`src/rtl/uvmt_st_pkg.sv`:
```
// Shared types and constants for the uvmt_st stream generator slice:
// FSM state encoding, LFSR tap constant and default parameter values.
package uvmt_st_pkg;

    typedef enum logic [1:0] {
        ST_IDLE = 2'd0,
        ST_SEND = 2'd1,
        ST_GAP  = 2'd2
    } tx_state_e;

    localparam int unsigned DEF_DATA_W = 8;
    localparam int unsigned DEF_LEN_W  = 8;
    localparam int unsigned DEF_GAP_W  = 4;

    // Galois LFSR feedback taps for an 8-bit register
    localparam logic [7:0] LFSR_TAPS = 8'hB8;

endpackage

```
`src/rtl/uvmt_st_lfsr.sv`:
```
// Galois LFSR next-value function (right-shifting, taps XORed in when the
// bit shifted out is 1). Only instantiated when UVMT_ST_TX_GEN_LFSR_EN is set.
module uvmt_st_lfsr
    import uvmt_st_pkg::*;
#(
    parameter int unsigned       DATA_W = DEF_DATA_W,
    parameter logic [DATA_W-1:0] TAPS   = DATA_W'(LFSR_TAPS)
) (
    input  logic [DATA_W-1:0] cur,
    output logic [DATA_W-1:0] nxt
);

    // One LFSR step
    always_comb begin
        nxt = cur >> 1;
        if (cur[0]) begin
            nxt = nxt ^ TAPS;
        end
    end

endmodule

```
`src/rtl/uvmt_st_tx_gen.sv`:
```
// Stream burst generator: accepts a command (length, start value, inter-beat
// gap, mode) and emits cmd_len+1 beats, optionally separated by idle cycles.
// Build option: define UVMT_ST_TX_GEN_LFSR_EN to compile in the LFSR data
// mode; otherwise cmd_mode is ignored and every burst is incrementing.
module uvmt_st_tx_gen
    import uvmt_st_pkg::*;
#(
    parameter int unsigned DATA_W = DEF_DATA_W,
    parameter int unsigned LEN_W  = DEF_LEN_W,
    parameter int unsigned GAP_W  = DEF_GAP_W
) (
    input  logic              clk,
    input  logic              reset_n,
    input  logic              cmd_valid,
    output logic              cmd_ready,
    input  logic [LEN_W-1:0]  cmd_len,
    input  logic [DATA_W-1:0] cmd_start,
    input  logic [GAP_W-1:0]  cmd_gap,
    input  logic              cmd_mode,
    input  logic              abort,
    output logic              enable,
    output logic [DATA_W-1:0] data,
    output logic              busy,
    output logic              done
);

    localparam logic [DATA_W-1:0] DATA_ONE = DATA_W'(1);
    localparam logic [LEN_W:0]    BEAT_ONE = (LEN_W+1)'(1);
    localparam logic [GAP_W-1:0]  GAP_ONE  = GAP_W'(1);

    tx_state_e         state;
    tx_state_e         state_nxt;

    // Extra bit so a 256-beat burst (cmd_len = all ones) fits without wrap
    logic [LEN_W:0]    beats_left;
    logic [GAP_W-1:0]  gap_lat;
    logic [GAP_W-1:0]  gap_cnt;
    logic [DATA_W-1:0] cur_data;
    logic [DATA_W-1:0] nxt_data;
    logic [DATA_W-1:0] seed;
    logic              done_q;

`ifdef UVMT_ST_TX_GEN_LFSR_EN
    logic              mode_q;
    logic [DATA_W-1:0] lfsr_next;

    uvmt_st_lfsr #(
        .DATA_W (DATA_W),
        .TAPS   (DATA_W'(LFSR_TAPS))
    ) u_lfsr (
        .cur (cur_data),
        .nxt (lfsr_next)
    );

    // An all-zero seed would lock the LFSR, so it is replaced by 1
    assign seed     = (cmd_mode && (cmd_start == '0)) ? DATA_ONE : cmd_start;
    assign nxt_data = mode_q ? lfsr_next : (cur_data + DATA_ONE);

    // Burst mode latched with the command
    always_ff @(posedge clk or negedge reset_n) begin
        if (!reset_n) begin
            mode_q <= 1'b0;
        end else if (state == ST_IDLE && cmd_valid) begin
            mode_q <= cmd_mode;
        end
    end
`else
    logic unused_cmd_mode;

    assign unused_cmd_mode = cmd_mode;
    assign seed            = cmd_start;
    assign nxt_data        = cur_data + DATA_ONE;
`endif

    // State register
    always_ff @(posedge clk or negedge reset_n) begin
        if (!reset_n) begin
            state <= ST_IDLE;
        end else begin
            state <= state_nxt;
        end
    end

    // Next-state and stream outputs; ready is also held low during reset
    always_comb begin
        state_nxt = state;
        cmd_ready = 1'b0;
        enable    = 1'b0;
        data      = '0;
        case (state)
            ST_IDLE: begin
                cmd_ready = reset_n;
                if (cmd_valid) begin
                    state_nxt = ST_SEND;
                end
            end
            ST_SEND: begin
                enable = 1'b1;
                data   = cur_data;
                if (abort || beats_left == BEAT_ONE) begin
                    state_nxt = ST_IDLE;
                end else if (gap_lat != '0) begin
                    state_nxt = ST_GAP;
                end
            end
            ST_GAP: begin
                if (abort) begin
                    state_nxt = ST_IDLE;
                end else if (gap_cnt == GAP_ONE) begin
                    state_nxt = ST_SEND;
                end
            end
            default: begin
                state_nxt = ST_IDLE;
            end
        endcase
    end

    // Burst datapath: command latch, beat/gap counters, data sequence, done
    always_ff @(posedge clk or negedge reset_n) begin
        if (!reset_n) begin
            beats_left <= '0;
            gap_lat    <= '0;
            gap_cnt    <= '0;
            cur_data   <= '0;
            done_q     <= 1'b0;
        end else begin
            done_q <= 1'b0;
            case (state)
                ST_IDLE: begin
                    if (cmd_valid) begin
                        cur_data   <= seed;
                        beats_left <= {1'b0, cmd_len} + BEAT_ONE;
                        gap_lat    <= cmd_gap;
                    end
                end
                ST_SEND: begin
                    if (!abort) begin
                        if (beats_left == BEAT_ONE) begin
                            done_q <= 1'b1;
                        end else begin
                            beats_left <= beats_left - BEAT_ONE;
                            cur_data   <= nxt_data;
                            gap_cnt    <= gap_lat;
                        end
                    end
                end
                ST_GAP: begin
                    gap_cnt <= gap_cnt - GAP_ONE;
                end
                default: begin
                end
            endcase
        end
    end

    assign busy = (state != ST_IDLE);
    assign done = done_q;

endmodule

```
`config.mk`:
```
export PLATFORM = sky130hd
export DESIGN_NAME = uvmt_st_tx_gen
export DESIGN_NICKNAME = d
export VERILOG_FILES = /design/src/rtl/uvmt_st_pkg.sv /design/src/rtl/uvmt_st_lfsr.sv /design/src/rtl/uvmt_st_tx_gen.sv
export SDC_FILE = /design/constraint.sdc
export NUM_CORES = 1
export LEC_CHECK = 0
export BUFFER_PORTS_ARGS = -buffer_cell sky130_fd_sc_hd__buf_2
export CORE_UTILIZATION = 59
export CTS_CLUSTER_DIAMETER = 30
export DETAILED_ROUTE_END_ITERATION = 8
export GPL_TIMING_DRIVEN = 0
export PLACE_DENSITY = 0.84
export SLEW_MARGIN = 40
export SYNTH_ARGS = -nofsm -noshare
export SYNTH_HDL_FRONTEND = slang
export SYNTH_SLANG_ARGS = --single-unit
```
`constraint.sdc`:
```
create_clock -name clk -period 3.77 [get_ports clk]
set_input_delay 0.1885 -clock clk [delete_from_list [all_inputs] [get_ports clk]]
set_output_delay 0.1885 -clock clk [all_outputs]
set_load 0.1 [all_outputs]
```
# == After elaboration in Yosys (flattened, before gate mapping) ==
# Cells that the tools add are included.
# op_classes
eq_ne,9
n_mux,23
addsub,4
reduce_logical,10
# op_table
op,count
2-to-1 mux 8 bit,4
2-to-1 mux 9 bit,3
case mux 9 bit (2 select lines),1
case mux 8 bit (2 select lines),1
2-to-1 mux 2 bit,5
"adder 8 x 1 -> 9 bit, second input constant",1
"== test 9 x 1 -> 1 bit, second input constant",1
"subtractor 9 x 1 -> 9 bit, second input constant",1
"adder 8 x 1 -> 8 bit, second input constant",1
2-to-1 mux 4 bit,2
case mux 4 bit (2 select lines),1
"inequality test 2 bit, second input constant",3
"inequality test 3 bit, second input constant",2
case mux 2 bit (3 select lines),1
AND reduction 3 bit,2
nonzero test 2 bit,3
2-to-1 mux 1 bit,5
"== test 4 x 1 -> 1 bit, second input constant",1
AND reduction 4 bit,1
nonzero test 4 bit,1
"subtractor 4 x 1 -> 4 bit, second input constant",1
"== test 2 x 1 -> 1 bit, second input constant",1
"== test 2 bit, second input constant",1
zero test 2 bit,1
other kinds (2),2
# word_totals
inputBits,25
out_inout_bits,12
ff_bits,28
wordCells,52

# == Depth between registers and ports, before layout ==
# Gate-level depths: netlist of the first run.
# depth
ltp_word,4
depth_mapped,7
mapped_depth_nobuf,6

# == Worst setup path after synthesis of the first run ==
# Ideal clock, no wire load.
# synth_path
path_type,register to output
from,register state[0]
to,output port cmd_ready
arrival_ns,2.311
path_stages_with_launch,3
path_slack_ns,1.271
n_path_buf,0
t_required_ns,3.582
path_cell_list,dfrtp_1 > or2_2 > nor2_1
# synth_between
elab_chain_cells,2
# synth_lines
element,line,text
"start, declared",uvmt_st_tx_gen.sv:31,tx_state_e state;
"start signal, assigned",uvmt_st_tx_gen.sv:80,state <= state_nxt;
zero test 2 bit,uvmt_st_tx_gen.sv:90,case (state)
2-to-1 mux 1 bit,uvmt_st_tx_gen.sv:90,
"end, declared",uvmt_st_tx_gen.sv:15,"output logic cmd_ready,"
# No other way between the ends.

# == Final worst setup path of the first run ==
# layout_path
from,register state[1]
to,output port data[1]
# layout_between
elab_chain_cells,2
# layout_lines
element,line,text
== test 2 x 1 -> 1 bit,uvmt_st_tx_gen.sv:90,
2-to-1 mux 8 bit,uvmt_st_tx_gen.sv:90,
"end, declared",uvmt_st_tx_gen.sv:22,"output logic [DATA_W-1:0] data,"
# No other way between the ends.

==> results.md, run 1 <==
* Outcome: complete, no violations
* Non-filler cells, final at 295
* Synth top area share at between 30% and 40%
* Synth Area per Inst at 9.03 µm²
* Die X at 58.8 µm
* Vias/cell at between 6 and 7
* Placed insts at 290
* Tightest Pin Transition at 0.725 ns
* # clock sinks at 28
* Worst Clk Skew at 0.00487 ns
* Largest cells by area after synthesis: dfrtp_1 37%, ha_1 3.9%, a2bb2oi_1 3.2%
* Crit path largest cell delay at just over 0.5 ns
* Synth cell types at 53
* Worst min path class: in -> reg
* Sequential share of the synthesized area at ~37%
* Routed wire per std cell at 15.0 µm
* Crit path time final at about 2.4 ns
* Critical Path RT at 3.58 ns
* PwrDens at roughly 760 mW/mm²
* Final number of setup-violating endpoints at 0
* Routability cong. at between 0.8 and 0.9
* Setup TNS at 0 ns
* Synthesized net count at 242
* # DRC at 0
* Initial DRT Pass Iterations at 4
* Fillers at 266
* Synth Flop Type: dfrtp_1
* Total Power at approximately 0.0017 W
* H-tree depth at 1
* Max Slew Vio Count at 0
* Root buf cell: clkbuf_4
* Mapped cell area at 0.00191 mm²
* Pleak at ~0.95 nW
* Slew Limit Headroom at 51.6%
* First-pass GRT wire length at 7.67 mm
* HPWL after DPL at 3.35 mm
* Core area at 0.00305 mm²
* Total of max-cap violations at 0
* I/O pin count at 37
* EDFF count, synth at 0
* Hold Fails Final Rpt at 0
* Grt ovf at 0
* Slowest-stage cell, CP: dfrtp_1
* Yosys warnings at 0
* GRT Total Usage at 29.0%
* CTS buffer count at 3
* CP arrival at 2.26 ns
* Clock buffer depth at 2
* Maximum VDD drop at 0.000472 V
* Via Count at 1823
* 1st-iter DRT viols at 95
* Antenna viol nets, final at 0
* Area Growth Syn to Fin at 15.4%
* Largest net degree at the start of global routing at 30
* Multi-input logic area at 0.00110 mm²
* CTS resizes at 0
* Starting density of the core at 62.4%
* CP startpoint kind: register
* Vias in the first global route at between 1500 and 2000
* Worst-path clk slew at 0.16 ns
* Clock Latency Late Sink at between 0.3 and 0.4 ns
* RSZ-0062 raised after global routing: no
* Die Span Y at 58.8 µm
* Highest clock rate at 409 MHz
* Setup Buffers After CTS at 0
* Final period utilization at about two thirds
* Initial antenna violation count at 0
* Nets at between 200 and 300
* Cell count after synthesis at 211
* Crit path cell chain: nand2b_1 > buf_4 > inv_4 > buf_4 > buf_2 > and2_1 > buf_2
* Inserted Diodes at 0
* Crit. End Element: output pin
* Critical-path maximum fanout at 10
* Yosys reg bits at 28
* CTS tree: yes
* Layout cell share with drive strength beyond 1 at 26.7%
* Critical path class: reg -> out
* Post-synth top area cell: dfrtp_1
* Total Wirelength at 4.43 mm
* Port Buf Inserts at 35
* Reg area at between 700 and 800 µm²
* Die area at 0.00346 mm²
* Row cnt at 20
* Async set-reset flop share out of synthesis at 100%
## repair_timing
action	in CTS	in global routing
setup endpoints to repair	0	0
endpoints found under the hold margin	28	0
hold buffers	1	0
## path summary, 6_finish.rpt
path | from | to | cells after the start | slack [ns]
hold / removal | cmd_gap[2] | gap_lat[2] | 2 | 0.06
max in group asynchronous | reset_n | beats_left[4] | 2 | 2.98
setup / recovery | state[1] | data[1] | 7 | 1.32
hold reg to reg | cur_data[7] | cur_data[7] | 2 | 0.53
setup reg to reg | beats_left[0] | beats_left[8] | 6 | 1.83
min in group asynchronous | reset_n | gap_cnt[2] | 2 | 0.37
## layout make-up
cell class | count | area share, %
clock buffer | 3 | 1.02
tap | 44 | 2.50
multi-input combinational | 162 | 49.9
sequential | 28 | 31.9
clock inverter | 1 | 1.37
buffer | 11 | 3.13
timing repair buffer | 36 | 8.42
inverter | 10 | 1.82
## sequential cells by signal, indices dropped and copies added (netlist names)
signal / cells
beats_left: 9
cur_data: 8
done: 1
gap_cnt: 4
gap_lat: 4
state: 2
## worst max-delay path, delay by kind of cell (launching register included)
kind	cells	cell delay (ns)
buf+inv	5	1.08
flops	1	0.51
simple gates	2	0.34
## per-layer routing
| metal | track usage (%) | part of all wire (%) |
|---|---|---|
| met4 | 10.5 | 1.3 |
| met2 | 49.8 | 51 |
| met3 | 2.64 | 4.9 |
| met5 | 0 | 0 |
| met1 | 38.0 | 43 |
## power by group
group | internal, W | switching [W] | total (W)
clock network | 0.000108 | 0.0000963 | 0.000204
logic | 0.000301 | 0.000595 | 0.000896
registers | 0.000427 | 0.000140 | 0.000567
total | 0.000835 | 0.000832 | 0.00167
## Yosys cell counts, types with 4 or more instances
master     number
a31oi_1         5
nor2_1         15
a21oi_1         9
ha_1            6
and2_1          8
o31ai_1         8
nand2_1        11
mux2_2          4
dfrtp_1        28
nand4_1         4
or3_1           4
a2bb2oi_1       7
buf_2           4
o21ai_0        10
buf_4           4
nand3_1        12
nor3_2          5
nor3_1          7
inv_1           9
## kinds of logic after synthesis
kind of cell	after synthesis	share of synthesized area, %
mux	6	3.41
compound gates	60	21.8
simple gates	87	27.0
buf+inv	21	5.71
xor+xnor	3	1.38
fa+ha+maj	6	3.94
flops	28	36.8
## through the flow
stage          worst slack, ns  hold slack (ns)  util, %  instance area (µm²)
2_1_floorplan             1.27           -0.107        -                 1910
3_3_place_gp              1.73            0.249     70.0                 2140
3_5_place_dp              1.74            0.245     70.0                 2140
4_1_cts                   1.33           0.0588     72.0                 2200
5_1_grt                   1.21           0.0380     72.0                 2200
6_report                  1.32           0.0568     72.0                 2200
## cells in the final DEF (no fill, tap or decap), drive strengths merged, types with 7 or more instances in the layout
master	netlist	layout
dfrtp	28	28
buf	9	44
and2	8	8
nand3	12	12
nand2	12	12
o21ai	13	13
nor2	15	15
a21oi	9	9
a2bb2oi	7	7
nor3	12	12
o31ai	8	8
inv	10	10
No activity file was read; power rests on OpenSTA's default activity.
==> inputs of run 2 (changes only) <==
Settings changed: CORE_UTILIZATION 59 to 55, PLACE_DENSITY 0.84 to 0.79.
Clock period 3.77 ns to 2.3 ns, I/O delays scaled along.
==> run 2 against run 1 <==
Compared with the run above:
- clock power is 65% higher
- combinational power increased by 67%
- sequential power grew 64%
- largest cell class unchanged
==> results.md, run 2 (synthesis gave the netlist of run 1 again) <==
* Outcome: complete, no violations
* CP startpoint kind: register
* I/O pin count at 37 (unchanged)
* Routed wire per std cell at 15.0 µm (-0.11%)
* Hold Fails Final Rpt at 0 (unchanged)
* Cell-internal power at 0.00140 W (+68%)
* Largest net degree at the start of global routing at 30 (unchanged)
* # clock sinks at 28 (unchanged)
* Die X at 60.9 µm (+3.5%)
* Max FFs per register at 9 (unchanged)
* Reg power frac at 33.6% (-0.4 points)
* Slowest-stage cell, CP: dfrtp_2
* Crit path cell chain: nand2b_1 > buf_4 > inv_4 > buf_4 > clkbuf_4 > and2_2 > buf_6
* Area Growth Syn to Fin at 19.9%
* Worst Clk Skew at 0.00555 ns (+0.000673 ns)
* GRT Total Usage at 28.0% (-0.93 points)
* Psw at 0.00137 W (+64%)
* Nets at 288 (+1.8%)
* H-tree depth at 1 (unchanged)
* Crit. End Element: output pin
* Maximum VDD drop at 0.000940 V (+99%)
* RSZ-0062 raised after global routing: no
* Worst min path class: in -> reg
* R2R Setup Slk at 0.44 ns (-1.39 ns)
* Post-DP Area at 0.00215 mm² (+0.53%)
* Initial antenna violation count at 0 (unchanged)
* Clock Latency Late Sink at 0.34 ns (about the same)
* Commonest non-fill, non-tap cell in the layout: buf_2
* Max Slew Vio Count at 0 (unchanged)
* Comb pwr share at 54.2% (+0.4 points)
* Crit path time final at 2.19 ns
* Crit path largest cell delay at 0.49 ns (-0.02 ns)
* First-pass GRT wire length at 7.71 mm (+0.46%)
* DP Worst Slack at 0.291 ns (-1.45 ns)
* Via Count at 1811 (-0.66%)
* Grt ovf at 0 (unchanged)
* Final period utilization at 95.0%
* Inserted Diodes at 0 (unchanged)
* CP dominant cell by count: buf_4
* 1st-iter DRT viols at 74 (-22%)
* Worst Hold Launch: cmd_start[3]
* R2r startpoint: beats_left[0]
* HPWL after DPL at 3.22 mm (-3.9%)
* Clock buffer depth at 2 (unchanged)
* CTS buffer count at 3 (unchanged)
* Total Wirelength at 4.53 mm (+2.3%)
* CP arrival at 2.07 ns (-0.19 ns)
* Die Span Y at 60.9 µm (+3.5%)
* Total of max-cap violations at 0 (unchanged)
* Post-route design area at 0.00228 mm² (+3.9%)
* Largest Register: beats_left
* Reg2Reg Capture Point: beats_left[8]
* Setup TNS at 0 ns (unchanged)
* Starting density of the core at 57.1% (-5.3 points)
* R2R cell count at 6 (unchanged)
* # DRC at 0 (unchanged)
* Root buf cell: clkbuf_4
* CTS tree: yes
* Critical path's top delay family: buffers and inverters
* Initial DRT Pass Iterations at 4 (unchanged)
* Critical Path RT at 2.18 ns (-1.40 ns)
* Antenna viol nets, final at 0 (unchanged)
* Hold path depth at 3 (+1)
* Most frequent cells in the layout: 34 x buf_2, 27 x dfrtp_1, 13 x nor2_1
* PwrDens at 1210 mW/mm² (+60%)
* Tightest Pin Transition at 0.639 ns (-0.0860 ns)
* Final number of setup-violating endpoints at 0 (unchanged)
* Largest registers: beats_left x9, cur_data x8
* Worst Hold End: cur_data[3]
* Row cnt at 21 (+5.0%)
* Core area at 0.00334 mm² (+9.3%)
* Routability cong. at 0.913 (+2.8%)
* Sw Share at 49.4% (-0.52 points)
* Vias in the first global route at 1669 (-3.7%)
* Buf/Inv on CP at 5 (unchanged)
* Final WS setup at 0.114 ns (-1.21 ns)
* Layout cell share with drive strength beyond 1 at 28.5% (+1.8 points)
* Critical-path maximum fanout at 10 (unchanged)
* Pleak at 0.978 nW (+2.6%)
* Highest clock rate at 458 MHz
* Die area at 0.00370 mm² (+7.0%)
* Clock power frac at 12.1% (about the same)
* Vias/cell at 6.00 (-3.0%)
* Worst-path clk slew at 0.16 ns (about the same)
* Critical path class: reg -> out
* Port Buf Inserts at 35 (unchanged)
* Slew Limit Headroom at 57.4% (+5.8 points)
run 2: tightest hold or removal path: cells and delay by family:
kind | cells | cell delay [ns]
buf+inv | 1 | 0.08
compound gates | 2 | 0.17
run 2: power by group through the flow:
stage / Combinational [W] / Sequential (W) / Clock [W]
floorplan: 0.00123 / 0.000868 / 0
global placement: 0.00145 / 0.000929 / 0
detailed placement: 0.00146 / 0.000935 / 0
CTS: 0.00149 / 0.000924 / 0.000342
global route: 0.00164 / 0.000967 / 0.000364
finish: 0.00150 / 0.000930 / 0.000336
run 2: area by class of cell:
cell class	instances	area, µm²
timing repair buffer	41	256
inverter	10	40.0
clock inverter	1	30.0
tap	46	57.6
buffer	11	71.3
sequential	28	702
fill	296	1050
clock buffer	3	22.5
multi-input combinational	162	1100
run 2: repair_timing:
| item | in CTS | in global routing |
|---|---|---|
| buffers inserted | 0 | 0 |
| resized for setup | 5 | 4 |
| endpoints found under the setup margin | 4 | 3 |
| hold endpoints to repair | 34 | 0 |
| hold buffers | 6 | 0 |
run 2: how the worst max path moves through the flow:
| stage | to | slack [ns] | start | cells past startpoint |
|---|---|---|---|---|
| floorplan | data[0] | 0.17 | state[1] | 6 |
| global placement | data[0] | 0.30 | state[1] | 7 |
| detailed placement | data[0] | 0.29 | state[1] | 7 |
| CTS | data[3] | 0.006 | state[1] | 7 |
| global route | data[0] | 0.02 | state[1] | 7 |
| finish | data[0] | 0.11 | state[1] | 7 |
run 2: per-layer routing:
layer  vias to the layer above  track usage, %  part of all wire, %
met5                         -               0                    0
met4                         0            11.0                  1.5
met3                         6            3.41                  3.7
met2                        50            44.3                   48
met1                       868            39.2                   46
li1                        887               -                    -
run 2: per-stage QoR:
step	total power, W	utilization (%)	std cells	hold WS [ns]
2_1_floorplan	0.00209	-	211	-0.181
3_3_place_gp	0.00238	64.3	292	0.177
3_5_place_dp	0.00240	64.3	292	0.173
4_1_cts	0.00276	68.1	302	0.0432
5_1_grt	0.00297	68.5	302	0.0400
6_report	0.00277	68.5	302	0.0442
